==> src/rtl/hdmi_i2c_target.sv <==
// I2C responder standing in for the HDMI transmitter register port: 256x8 register
// file, auto-incrementing pointer, W1C interrupt status register driving int_n.
//
// state     | meaning
// IDLE      | bus free or reset, SDA released
// ADDR      | shifting in device address + R/W
// ADDR_ACK  | acknowledging our address
// PTR       | shifting in register pointer
// PTR_ACK   | acknowledging pointer byte
// WDATA     | shifting in write data
// WDATA_ACK | acknowledging write data
// RDATA     | shifting out reg[ptr]
// RDATA_ACK | SDA released, sampling master ACK/NACK
// IGNORE    | not addressed or read ended, wait for START/STOP
module hdmi_i2c_target #(
   parameter logic [6:0] DEV_ADDR = 7'h39,
   parameter logic [7:0] INT_REG  = 8'h96,
   parameter int         HPD_BIT  = 7
) (
   input  logic       clk,
   input  logic       nrst,
   input  logic       scl_i,
   input  logic       sda_i,
   output logic       sda_oe,
   output logic       int_n,
   input  logic       hpd_evt,
   input  logic [7:0] dbg_addr,
   output logic [7:0] dbg_data
);

   typedef enum logic [3:0] {
      IDLE, ADDR, ADDR_ACK, PTR, PTR_ACK, WDATA, WDATA_ACK, RDATA, RDATA_ACK, IGNORE
   } state_t;

   state_t      state;
   logic [1:0]  scl_sync, sda_sync;
   logic        scl_prev, sda_prev;
   logic [2:0]  bit_cnt;
   logic        byte_done;
   logic        rw;
   logic [7:0]  shift;
   logic [7:0]  ptr;
   logic [7:0]  regs [256];
   logic [7:0]  int_next;

   logic scl, sda, scl_rise, scl_fall, start_det, stop_det, wr_en;
   logic [7:0] rx_byte;

   // Synchronizers reset to the idle-bus level so reset release cannot fake an edge
   always_ff @(posedge clk) begin
      if (!nrst) begin
         scl_sync <= 2'b11;
         sda_sync <= 2'b11;
         scl_prev <= 1'b1;
         sda_prev <= 1'b1;
      end else begin
         scl_sync <= {scl_sync[0], scl_i};
         sda_sync <= {sda_sync[0], sda_i};
         scl_prev <= scl_sync[1];
         sda_prev <= sda_sync[1];
      end
   end

   assign scl       = scl_sync[1];
   assign sda       = sda_sync[1];
   assign scl_rise  = scl & ~scl_prev;
   assign scl_fall  = ~scl & scl_prev;
   assign start_det = scl & scl_prev & ~sda & sda_prev;
   assign stop_det  = scl & scl_prev & sda & ~sda_prev;
   assign rx_byte   = {shift[6:0], sda};
   assign wr_en     = (state == WDATA) && scl_rise && (bit_cnt == 3'd7);

   always_ff @(posedge clk) begin
      if (!nrst) begin
         state     <= IDLE;
         bit_cnt   <= 3'd0;
         byte_done <= 1'b0;
         rw        <= 1'b0;
         shift     <= 8'h00;
         ptr       <= 8'h00;
         sda_oe    <= 1'b0;
      end else if (start_det || stop_det) begin
         state     <= start_det ? ADDR : IDLE;
         bit_cnt   <= 3'd0;
         byte_done <= 1'b0;
         sda_oe    <= 1'b0;
      end else begin
         if (scl_rise && (state == ADDR || state == PTR || state == WDATA || state == RDATA)) begin
            bit_cnt <= bit_cnt + 3'd1;
            if (bit_cnt == 3'd7)
               byte_done <= 1'b1;
         end
         case (state)
            ADDR, PTR, WDATA: begin
               if (scl_rise) begin
                  shift <= rx_byte;
                  if (bit_cnt == 3'd7) begin
                     if (state == ADDR) begin
                        rw <= rx_byte[0];
                        if (rx_byte[7:1] != DEV_ADDR)
                           state <= IGNORE;
                     end else if (state == PTR) begin
                        ptr <= rx_byte;
                     end else begin
                        ptr <= ptr + 8'd1;
                     end
                  end
               end else if (scl_fall && byte_done) begin
                  byte_done <= 1'b0;
                  sda_oe    <= 1'b1;
                  state     <= (state == ADDR) ? ADDR_ACK : (state == PTR) ? PTR_ACK : WDATA_ACK;
               end
            end
            ADDR_ACK: begin
               if (scl_fall) begin
                  if (rw) begin
                     shift  <= regs[ptr];
                     sda_oe <= ~regs[ptr][7];
                     state  <= RDATA;
                  end else begin
                     sda_oe <= 1'b0;
                     state  <= PTR;
                  end
               end
            end
            PTR_ACK, WDATA_ACK: begin
               if (scl_fall) begin
                  sda_oe <= 1'b0;
                  state  <= WDATA;
               end
            end
            RDATA: begin
               if (scl_fall) begin
                  if (byte_done) begin
                     byte_done <= 1'b0;
                     sda_oe    <= 1'b0;
                     state     <= RDATA_ACK;
                  end else begin
                     shift  <= {shift[6:0], 1'b0};
                     sda_oe <= ~shift[6];
                  end
               end
            end
            RDATA_ACK: begin
               // ptr advances on every ack slot, so a NACKed byte still counts as read
               if (scl_rise) begin
                  ptr <= ptr + 8'd1;
                  if (sda)
                     state <= IGNORE;
               end else if (scl_fall) begin
                  shift  <= regs[ptr];
                  sda_oe <= ~regs[ptr][7];
                  state  <= RDATA;
               end
            end
            default: ;
         endcase
      end
   end

   always_comb begin
      int_next = regs[INT_REG];
      if (wr_en && ptr == INT_REG)
         int_next = int_next & ~rx_byte;
      if (hpd_evt)
         int_next[HPD_BIT] = 1'b1;
   end

   always_ff @(posedge clk) begin
      if (!nrst) begin
         for (int i = 0; i < 256; i++)
            regs[i] <= 8'h00;
         int_n <= 1'b1;
      end else begin
         if (wr_en && ptr != INT_REG)
            regs[ptr] <= rx_byte;
         regs[INT_REG] <= int_next;
         int_n         <= ~|regs[INT_REG];
      end
   end

   assign dbg_data = regs[dbg_addr];

endmodule

==> config.mk <==
export PLATFORM = sky130hd
export DESIGN_NAME = hdmi_i2c_target
export DESIGN_NICKNAME = d
export VERILOG_FILES = /design/src/rtl/hdmi_i2c_target.sv
export SDC_FILE = /design/constraint.sdc
export NUM_CORES = 2
export LEC_CHECK = 0
export ABC_CLOCK_PERIOD_IN_PS = 5000
export BUFFER_PORTS_ARGS = -buffer_cell sky130_fd_sc_hd__buf_2
export CAP_MARGIN = 20
export CORE_ASPECT_RATIO = 0.75
export CORE_MARGIN = 2
export CORE_UTILIZATION = 50
export DETAILED_ROUTE_END_ITERATION = 8
export PLACE_DENSITY = 0.61
export SKIP_CTS_REPAIR_TIMING = 1
export SLEW_MARGIN = 20
export SYNTH_ARGS = -nofsm -noshare
export SYNTH_HDL_FRONTEND = slang
export SYNTH_SLANG_ARGS = --single-unit
==> constraint.sdc <==
create_clock -name clk -period 5 [get_ports clk]
set_input_delay 1 -clock clk [delete_from_list [all_inputs] [get_ports clk]]
set_output_delay 1 -clock clk [all_outputs]
set_load 0.005 [all_outputs]
==> impl_metrics.yaml <==
status:
  status: "finished with violations"
  failed_checks: "negative setup slack"
detailed_routing:
  vias_per_cell: 7.410
  drt_iter0_drc: 15030
  route.detailed.drc: 0
  antenna_violating_nets_post_route: 0
  wirelength_um: 416100
  route.vias.total: 80420
  firstDrtPassIters: 8
  drt-wirelength-per-cell_um: 38.34
grt:
  grt.overflow.total: 0
  first_global_vias: 76090
  global_route.usage.total: 0.3552
  grt_antenna_before_repair: 24
  wire_length_of_the_first_global_routing_pass_um: 583400
  grt_max_degree: 240
logic_synthesis:
  synth.largest_area_cell: "sky130_fd_sc_hd__edfxtp_1"
  synth_ff_type: "sky130_fd_sc_hd__edfxtp_1"
  synth_top_area_frac: 0.5458
  synth_cell_types: 82
  synth_warnings: 0
  synth.yosys.seq_area_share: 0.5530
  avgSynthCellArea_sq_um: 13.88
  synthCells: 8116
  async_reset_ff_frac: 0
  post_synth_instance_area_sq_mm: 0.1126
  synth_seq_cells: 2088
  post_synth_main_area_contributors: "sky130_fd_sc_hd__edfxtp_1 55%, sky130_fd_sc_hd__mux4_2 20%, sky130_fd_sc_hd__and3_1 10%"
  synth_edf_count: 2047
  syn_nets: 8138
pwr:
  switching_power_mw: 10.72
  p_leak_nw: 46.34
  power.share.combinational: 0.102
  pwr_density_cell_mw_per_mm2: 338.3
  share_seq_of_total_power: 0.493
  switching_share: 0.2538
  finalPower_mw: 42.22
  power_frac_clock: 0.405
  irDropWorstVdd_uv: 390.8
  power_report.internal_total_mw: 31.51
clocking:
  cts_tree: "yes"
  ctsLongestPathBuffers: 4
  clkLatencyLatePin_ns: 0.93
  clockRootBuffer: "sky130_fd_sc_hd__clkbuf_16"
  clk_pin_slew_worst_paths_ns: 0.06
  ctsHtreeMaxLevel: 4
  cts_buffers: 217
  clock_sink_count: 2088
placement:
  post-dp-hpwl_um: 266800
  place_congestion: 0.9565
  placed_instance_count: 10410
  io_buffer_count: 22
timing:
  timing.final.crit_period_ns: 5.117
  hold_violations: 0
  worst-slew-pin-transition_ns: 1.240
  timing.slew.headroom: 0.1645
  setup_viol: 3
  max_freq_mhz: 195.4
  final_min_period_over_clock_period: 1.023
  final_max_slew_viol_count: 0
  worst_clock_skew_ns: 0.04683
  layout_setup_ws_ns: -0.1165
  rsz0062_at_grt: "true"
cells_and_area:
  final_cell_mix: "2047 x sky130_fd_sc_hd__edfxtp_1, 1793 x sky130_fd_sc_hd__and3_1, 995 x sky130_fd_sc_hd__mux4_2"
  final_net_count: 7732
  area_delta_synth_final_pct: 10.82
  post-route-util: 0.5589
  nFillCells: 17430
  most_common_cell_after_layout_fill_and_taps_aside: "sky130_fd_sc_hd__edfxtp_1"
  layout-drive-gt1-share: 0.2464
  final-instance-count-excl-fill: 10850
critical_path:
  criticalPathCategory: "input port to primary output"
  worstSetupEndpointType: "primary output"
  setup.worst_path.start: "dbg_addr[0]"
  worst_path_arrival_ns: 4.12
  critical_path_required_ns: 4.00
  timing.critical_path.slowest_stage_cell: "sky130_fd_sc_hd__nor4_4"
  timing.critical_path.fanout_max: 7
  worstPathCellList: "buf_16 -> buf_16 -> buf_16 -> buf_6 -> mux4_2 -> a22oi_2 -> a21oi_2 -> nor4_4 -> buf_4 -> o22ai_2 -> or2_4 -> buf_2"
  crit_path_frequent_cell: "sky130_fd_sc_hd__buf_16"
  r2r_slack_ns: 0.73
  critPathTopFamily: "buffers and inverters"
  critPathLaunchType: "input port"
  cp.buffers_inverters: 6
  critPathMaxStageDelay_ns: 0.66
die:
  die_width_um: 552.0
  floorplan.initialDensity: 0.5043
  num_io_pins: 23
  die_area_sq_mm: 0.2291
  placeableCoreArea_sq_mm: 0.2233
  chipHeight_um: 415.0
  fp-row-count: 150
hold_path:
  hold_path_startpoint: "scl_i"
  worstHoldPathType: "input port to flip-flop"
run:
  drv.max_cap_violation_count: 0
-- kinds of logic after synthesis --
family | count (synthesis) | synth area share
compound gates | 815 | 0.04922
xor+xnor | 3 | 0.0002333
flops | 2088 | 0.5530
buf+inv | 1114 | 0.04200
fa+ha+maj | 9 | 0.0009998
mux | 1106 | 0.2091
simple gates | 2981 | 0.1454
-- per-layer routing --
metal | wire (um) | up-vias | track usage
met3 | 64330 | 930 | 0.1159
met5 | 246 | - | 0.002905
li1 | - | 31530 | -
met2 | 177800 | 6828 | 0.5031
met4 | 17080 | 30 | 0.1247
met1 | 156600 | 41110 | 0.5143
-- worst paths after layout --
kind / to / cells after the start
min: scl_sync[0] / 2
max: dbg_data[1] / 12
max reg2reg: shift[6] / 8
min reg2reg: sda_sync[1] / 1
-- final cells by class --
class / instances / area [sq um] / share of cell area
flip-flops and latches: 2088 / 62340 / 0.4994
multi-input cells: 4914 / 46370 / 0.3715
clock buffers: 266 / 5707 / 0.04572
repair buffers: 472 / 5127 / 0.04108
well taps: 2964 / 3709 / 0.02971
clock inverters: 127 / 1485 / 0.01190
inverters: 17 / 71.32 / 0.0005714
diodes: 5 / 12.51 / 0.0001002
-- through the flow --
step           setup WS, ns  area [sq um]  setup TNS (ns)  hold WS [ns]
2_1_floorplan        0.8412        112600               0        0.3863
3_3_place_gp         -1.152        116400          -4.551        0.4074
3_5_place_dp        -0.7203        116400          -4.393        0.4042
4_1_cts             -0.7303        123600          -4.482        0.2252
5_1_grt            -0.06290        124800         -0.1730        0.2715
6_report            -0.1165        124800         -0.2374        0.2676
-- registers in the layout, indices dropped and copies added (netlist names), 2 cells and up, named ones only --
register  cells
bit_cnt       3
sda_sync      2
regs       2048
ptr           8
scl_sync      2
state         4
shift         7
-- power groups by stage --
stage          registers (mW)  clock network, mW  logic [mW]
6_report                 20.8               17.1        4.30
5_1_grt                  20.9               17.8        4.41
4_1_cts                  20.8               17.1        4.04
3_5_place_dp             21.1                  0        4.02
3_3_place_gp             21.1                  0        3.99
2_1_floorplan            20.7                  0        2.61
-- synth_stat cells, drive strengths merged, types with 41 or more instances --
master	count
and3	1793
mux2i	89
mux4	995
nand2	598
a21oi	215
nor4	50
nor2	312
dfxtp	41
clkbuf	811
buf	286
o21ai	58
a22oi	386
edfxtp	2047
-- worst register-to-register path, cell delays in order, from the launching register on --
cell and delay (ns):
sky130_fd_sc_hd__dfxtp_4 1.10, sky130_fd_sc_hd__buf_12 0.51, sky130_fd_sc_hd__nor2b_1 0.33, sky130_fd_sc_hd__buf_4 0.31, sky130_fd_sc_hd__a22oi_1 0.32, sky130_fd_sc_hd__nand3_1 0.25
sky130_fd_sc_hd__o2111ai_1 0.38, sky130_fd_sc_hd__nand4_1 0.56, sky130_fd_sc_hd__o32ai_1 0.41
Power figures use the tool's default switching activity.
